<file path="src/rtl/game_pkg.sv">
// game_pkg: shared game-state encoding, ASCII letter bounds, button indices and letter-wrap helpers
package game_pkg;
  typedef enum logic [2:0] {
    WELCOME = 3'd0,
    START   = 3'd1,
    PLAY    = 3'd2,
    PAUSE   = 3'd3,
    FINISH  = 3'd4
  } game_state_t;
  localparam logic [7:0] ASCII_A = 8'h41;
  localparam logic [7:0] ASCII_Z = 8'h5A;
  localparam int B_LEFT  = 0;
  localparam int B_RIGHT = 1;
  localparam int B_UP    = 2;
  localparam int B_DOWN  = 3;
  localparam int B_CHOP  = 4;
  localparam int B_CARRY = 5;
  localparam int NUM_BTN = 6;
  function automatic logic [7:0] letter_prev(input logic [7:0] c);
    return (c == ASCII_A) ? ASCII_Z : c - 8'd1;
  endfunction
  function automatic logic [7:0] letter_next(input logic [7:0] c);
    return (c == ASCII_Z) ? ASCII_A : c + 8'd1;
  endfunction
endpackage

</file>
<file path="src/rtl/game_flow_ctrl_btn_edge.sv">
// btn_edge: per-frame button history and rising-edge press vector
//  clock, reset (sync, active-low), frame_tick: history updates only on ticks
//  btn [N-1:0]: level inputs; press [N-1:0]: btn & ~history
module btn_edge #(
  parameter int N = 6
) (
  input  logic         clock,
  input  logic         reset,
  input  logic         frame_tick,
  input  logic [N-1:0] btn,
  output logic [N-1:0] press
);
  logic [N-1:0] prev;
  always_ff @(posedge clock) begin
    if (!reset) prev <= '0;
    else if (frame_tick) prev <= btn;
  end
  assign press = btn & ~prev;
endmodule

</file>
<file path="src/rtl/game_flow_ctrl.sv">
// game_flow_ctrl: Overcooked game-flow FSM (name entry, countdown, play, pause, finish)
//  clock, reset (sync, active-low), frame_tick: all activity gated by the tick
//  left/right/up/down/chop/carry: level buttons; time_up: round timer expired
//  game_state: WELCOME..FINISH; team_name: NAME_LEN ASCII letters, letter 0 in the low byte
//  name_cursor: letter being edited; start_remaining: countdown frames left
//  timer_go / restart_timer: round-timer enable and reload request
module game_flow_ctrl
  import game_pkg::*;
#(
  parameter int NAME_LEN      = 3,
  parameter int START_FRAMES  = 300,
  parameter int FINISH_FRAMES = 600
) (
  input  logic                          clock,
  input  logic                          reset,
  input  logic                          frame_tick,
  input  logic                          left,
  input  logic                          right,
  input  logic                          up,
  input  logic                          down,
  input  logic                          chop,
  input  logic                          carry,
  input  logic                          time_up,
  output logic [2:0]                    game_state,
  output logic [NAME_LEN-1:0][7:0]      team_name,
  output logic [$clog2(NAME_LEN):0]     name_cursor,
  output logic [15:0]                   start_remaining,
  output logic                          timer_go,
  output logic                          restart_timer
);
  localparam int CW = $clog2(NAME_LEN) + 1;
  localparam int IW = (NAME_LEN > 1) ? $clog2(NAME_LEN) : 1;
  game_state_t        state, state_next;
  logic [NUM_BTN-1:0] press;
  logic [15:0]        fin_cnt;
  logic [IW-1:0]      idx;
  logic [7:0]         cur_letter;
  logic               fin_done;
  btn_edge #(.N(NUM_BTN)) u_btn_edge (
    .clock      (clock),
    .reset      (reset),
    .frame_tick (frame_tick),
    .btn        ({carry, chop, down, up, right, left}),
    .press      (press)
  );
  assign idx        = name_cursor[IW-1:0];
  assign cur_letter = team_name[idx];
  assign fin_done   = fin_cnt == 16'(FINISH_FRAMES - 1);
  always_ff @(posedge clock) begin
    if (!reset) state <= WELCOME;
    else state <= state_next;
  end
  always_comb begin
    state_next = state;
    if (frame_tick) begin
      case (state)
        WELCOME: state_next = press[B_CHOP] ? START : WELCOME;
        START:   state_next = (start_remaining <= 16'd1) ? PLAY : START;
        PLAY:    state_next = time_up ? FINISH : (press[B_CHOP] && carry) ? PAUSE : PLAY;
        PAUSE:   state_next = (press[B_CHOP] && !carry) ? PLAY : PAUSE;
        FINISH:  state_next = (press[B_CHOP] || fin_done) ? WELCOME : FINISH;
        default: state_next = WELCOME;
      endcase
    end
  end
  // Timer handshake is a pure function of the registered state: reload is held
  // through WELCOME/START and released together with the enable on entering PLAY.
  always_comb begin
    game_state    = state;
    timer_go      = state == PLAY;
    restart_timer = state == WELCOME || state == START;
  end
  always_ff @(posedge clock) begin
    if (!reset) begin
      team_name       <= {NAME_LEN{ASCII_A}};
      name_cursor     <= '0;
      start_remaining <= 16'(START_FRAMES);
      fin_cnt         <= '0;
    end else if (frame_tick) begin
      fin_cnt <= (state == FINISH && state_next == FINISH) ? fin_cnt + 16'd1 : '0;
      case (state)
        WELCOME: begin
          if (press[B_CHOP]) start_remaining <= 16'(START_FRAMES);
          else if (press[B_UP]) team_name[idx] <= letter_prev(cur_letter);
          else if (press[B_DOWN]) team_name[idx] <= letter_next(cur_letter);
          else if (press[B_RIGHT]) name_cursor <= (name_cursor == CW'(NAME_LEN - 1)) ? name_cursor : name_cursor + 1'b1;
          else if (press[B_LEFT]) name_cursor <= (name_cursor == '0) ? name_cursor : name_cursor - 1'b1;
        end
        START:   start_remaining <= (start_remaining == 16'd0) ? 16'd0 : start_remaining - 16'd1;
        FINISH:  name_cursor <= (state_next == WELCOME) ? '0 : name_cursor;
        default: ;
      endcase
    end
  end
endmodule

</file>
<file path="config.mk">
export PLATFORM = sky130hd
export DESIGN_NAME = game_flow_ctrl
export DESIGN_NICKNAME = d
export VERILOG_FILES = /design/src/rtl/game_pkg.sv /design/src/rtl/game_flow_ctrl_btn_edge.sv /design/src/rtl/game_flow_ctrl.sv
export SDC_FILE = /design/constraint.sdc
export NUM_CORES = 1
export LEC_CHECK = 0
export BUFFER_PORTS_ARGS = -buffer_cell sky130_fd_sc_hd__buf_4
export CORE_MARGIN = 1.5
export CORE_UTILIZATION = 45
export DETAILED_ROUTE_END_ITERATION = 10
export GPL_ROUTABILITY_DRIVEN = 0
export HOLD_SLACK_MARGIN = 0.15
export PLACE_DENSITY_LB_ADDON = 0.3
export SETUP_SLACK_MARGIN = 0.2
export SLEW_MARGIN = 10
export SYNTH_ARGS = -nofsm -noshare
export SYNTH_HDL_FRONTEND = slang
export SYNTH_SLANG_ARGS = --single-unit
</file>
<file path="constraint.sdc">
create_clock -name clock -period 4 [get_ports clock]
set_input_delay 0.6 -clock clock [delete_from_list [all_inputs] [get_ports clock]]
set_output_delay 0.6 -clock clock [all_outputs]
set_load 0.05 [all_outputs]
</file>
==> impl_results.md <==
* Most common cell after layout, fill and taps aside: dfxtp_1
* Worst Tran Pin Value at 837 ps
* ANT nets after route at 0
* WL/cell at 15.3 µm
* Die X at 94.1 µm
* Leading area contributor after synthesis: dfxtp_1
* H-tree Lvls at 3
* Total clock buffers created by CTS at 9
* First-pass iteration count of the detailed router at 5
* Clock transition at the registers of the reported paths at 70 ps
* Synth top area share at 0.359
* Antenna Cells at 0
* Setup TNS at 0 ps
* Fraction of layout cells with a size suffix above 1 at 0.191
* Compound-Gate Fraction of Synth Area at 0.202
* Run status: complete, no violations
* Clock tree buffer depth at 2
* Die outline height at 94.1 µm
* Area post-placement at 0.00417 mm²
* Max incr delay on CP at 720 ps
* Ys async rst share at 0
* Post-synth EDFFs at 0
* CP Class: reg -> reg
* Unrepaired setup endpoints after global routing: no
* Most frequent cells in the layout: 67 x dfxtp_1, 59 x buf_4, 55 x nor2_1, 34 x nand2_1, 26 x o21ai_0
* GRT overflow at 0
* Element type at the critical path end: flip-flop
* Synth Area in Simple Gates at 0.261
* Cell Area, Synth at 0.00373 mm²
* Max Cap Violations at 0
* Clock Sinks at 67
* Post-synthesis mux area share at 0.0349
* Area of the die at 0.00885 mm²
* Post-synthesis register bit count at 67
* Initial antenna violation count at 0
* Post-Synth XOR/XNOR Area at 0.0634
* CP max-delay cell: nor2b_1
* Final setup vio count at 0
* Distinct cells, synth at 73
* Maximum fanout along the worst path at 23
* HP Class: reg -> reg
* Critical path arrival at 2970 ps
* DP HPWL at 6.26 mm
* Hold-fix buffer count after cts at 0
* Starting Density at 0.459
* Via count at 3413
* Root Buffer: clkbuf_8
* Fillers at 768
* Post-CTS sizing at 0
* Seq. cell area at 0.00134 mm²
* Vias in the first global route at 3027
* Largest net degree at the start of global routing at 31
* Core Region at 0.00813 mm²
* Ys flop type: dfxtp_1
* Layout overhead on the synthesized area at 16.2%
* Achievable frequency at 0.361 GHz
* Cells along the critical path: buf_4 > nor2b_1 > a21oi_2 > inv_2 > ha_1 > nand3_1 > nand2b_1 > o21ai_1 > a41oi_1
* Area share of fa/ha/maj cells after synthesis at 0.0322
* Peak VDD IR at 0.219 mV
* Final Hold Viols at 0
* Clock skew at 7.92 ps
* Design Power at 1450 µW
* Max Slew Vio Count at 0
* Synth warn at 0
* Part of the Yosys area used for sequential elements at 0.359
* Syn Nets at 454
* Tmin final at 2770 ps
* Synth area leaders: dfxtp_1 36%, nor2_1 5.5%, mux2i_1 3.5%
* Initial DRC count at 159
* Headroom to the max-slew limit at 0.441
* Worst Setup Start Kind: flip-flop
* # nets final at 502
* Post-CTS setup buffer count at 0
* Leakage power at 0.00162 µW
* Post-Syn Instances at 435
* Core Rows at 33
* Data required, critical path at 4190 ps
* Area of the multi-input gates at 0.00221 mm²
* Vias per cell at 5.77
* Synth Area per Inst at 8.58 µm²
* Period Utilization, post-route at 0.693
* GRT Resource Usage Total at 0.210
* Skew-Pair Late Insertion Delay at 340 ps
* Fin Hold WS at 494 ps
* Cell Pwr Density at 333 mW/mm²
* Largest family of logic cells by synthesized area: simple AND/OR/NAND/NOR gates
* First-pass GRT wire length at 14.6 mm
* Overall routed net length at 9.05 mm
* Final std cell area, no fill at 0.00433 mm²
* CTS tree: yes
* Boundary Pins at 58
* Number of port buffers at 57
* # DRC at 0
==> synthesized netlist by cell type (7+ instances only) <==
cell      number
dfxtp_1       67
nor2_1        55
nand2_1       34
o21ai_0       26
nor3_1        18
a31oi_1       16
nand3_1       14
xnor2_1       14
a21oi_1       13
mux2i_1       13
xor2_1        13
inv_1          9
clkbuf_1       8
ha_1           8
nand4_1        7
==> state kept, by name (all words and copies together), names as in the netlist <==
signal and count:
team_name 24, fin_cnt 16, start_remaining 16, u_btn_edge.prev 5, game_state 3, name_cursor 3
==> stage by stage <==
| stage | worst slack (ps) | util | instances |
|---|---|---|---|
| 3_5_place_dp | 1170 | 0.512 | 577 |
| 2_1_floorplan | 1190 | - | 435 |
| 4_1_cts | 1230 | 0.533 | 591 |
| 5_1_grt | 927 | 0.533 | 591 |
| 6_report | 1230 | 0.533 | 591 |
| 3_3_place_gp | 1220 | 0.512 | 577 |
==> cell families after synthesis <==
group	count (synthesis)
adders and majority gates	9
muxes	13
AOI/OAI and AO/OA	106
buffers and inverters	32
and+or+nand+nor	181
xor gates and xnor gates	27
DFF	67
==> path summary, 6_finish.rpt <==
kind | to | cells past startpoint | start | slack, ps
min reg2reg | u_btn_edge.prev[3]$_SDFFE_PN0P_ | 2 | u_btn_edge.prev[3]$_SDFFE_PN0P_ | 490
max | team_name[16]$_SDFFE_PN1P_ | 9 | name_cursor[0]$_SDFFE_PN0P_ | 1230
min | u_btn_edge.prev[3]$_SDFFE_PN0P_ | 2 | u_btn_edge.prev[3]$_SDFFE_PN0P_ | 490
max reg2reg | team_name[16]$_SDFFE_PN1P_ | 9 | name_cursor[0]$_SDFFE_PN0P_ | 1230
==> power by group <==
part           internal [µW]  total, µW  switching (µW)
Combinational           82.8        250             167
Clock                    251        496             245
Sequential               682        699            17.1
==> per-layer routing <==
| layer | track usage | vias to the layer above | part of all wire |
|---|---|---|---|
| li1 | - | 1692 | - |
| met2 | 0.346 | 106 | 0.48 |
| met3 | 0.0550 | 13 | 0.052 |
| met1 | 0.264 | 1602 | 0.45 |
| met5 | 0 | - | 0 |
| met4 | 0.0697 | 0 | 0.016 |
==> critical path: cells and delay by family (launching register included) <==
| kind | cells | cell delay [ps] |
|---|---|---|
| flip-flops | 1 | 310 |
| adder cells (fa/ha/maj) | 1 | 170 |
| AND/OR/NAND/NOR | 3 | 1070 |
| buffers and inverters | 2 | 420 |
| AO/OA/AOI/OAI | 3 | 660 |
==> area by class of cell <==
class / instances / share of cell area
clock inverter: 2 / 0.00289
tap: 105 / 0.0303
sequential: 67 / 0.309
timing repair buffer: 59 / 0.102
clock buffer: 12 / 0.0358
multi-input combinational: 336 / 0.511
inverter: 10 / 0.00866
(Power assumes the default switching activity.)
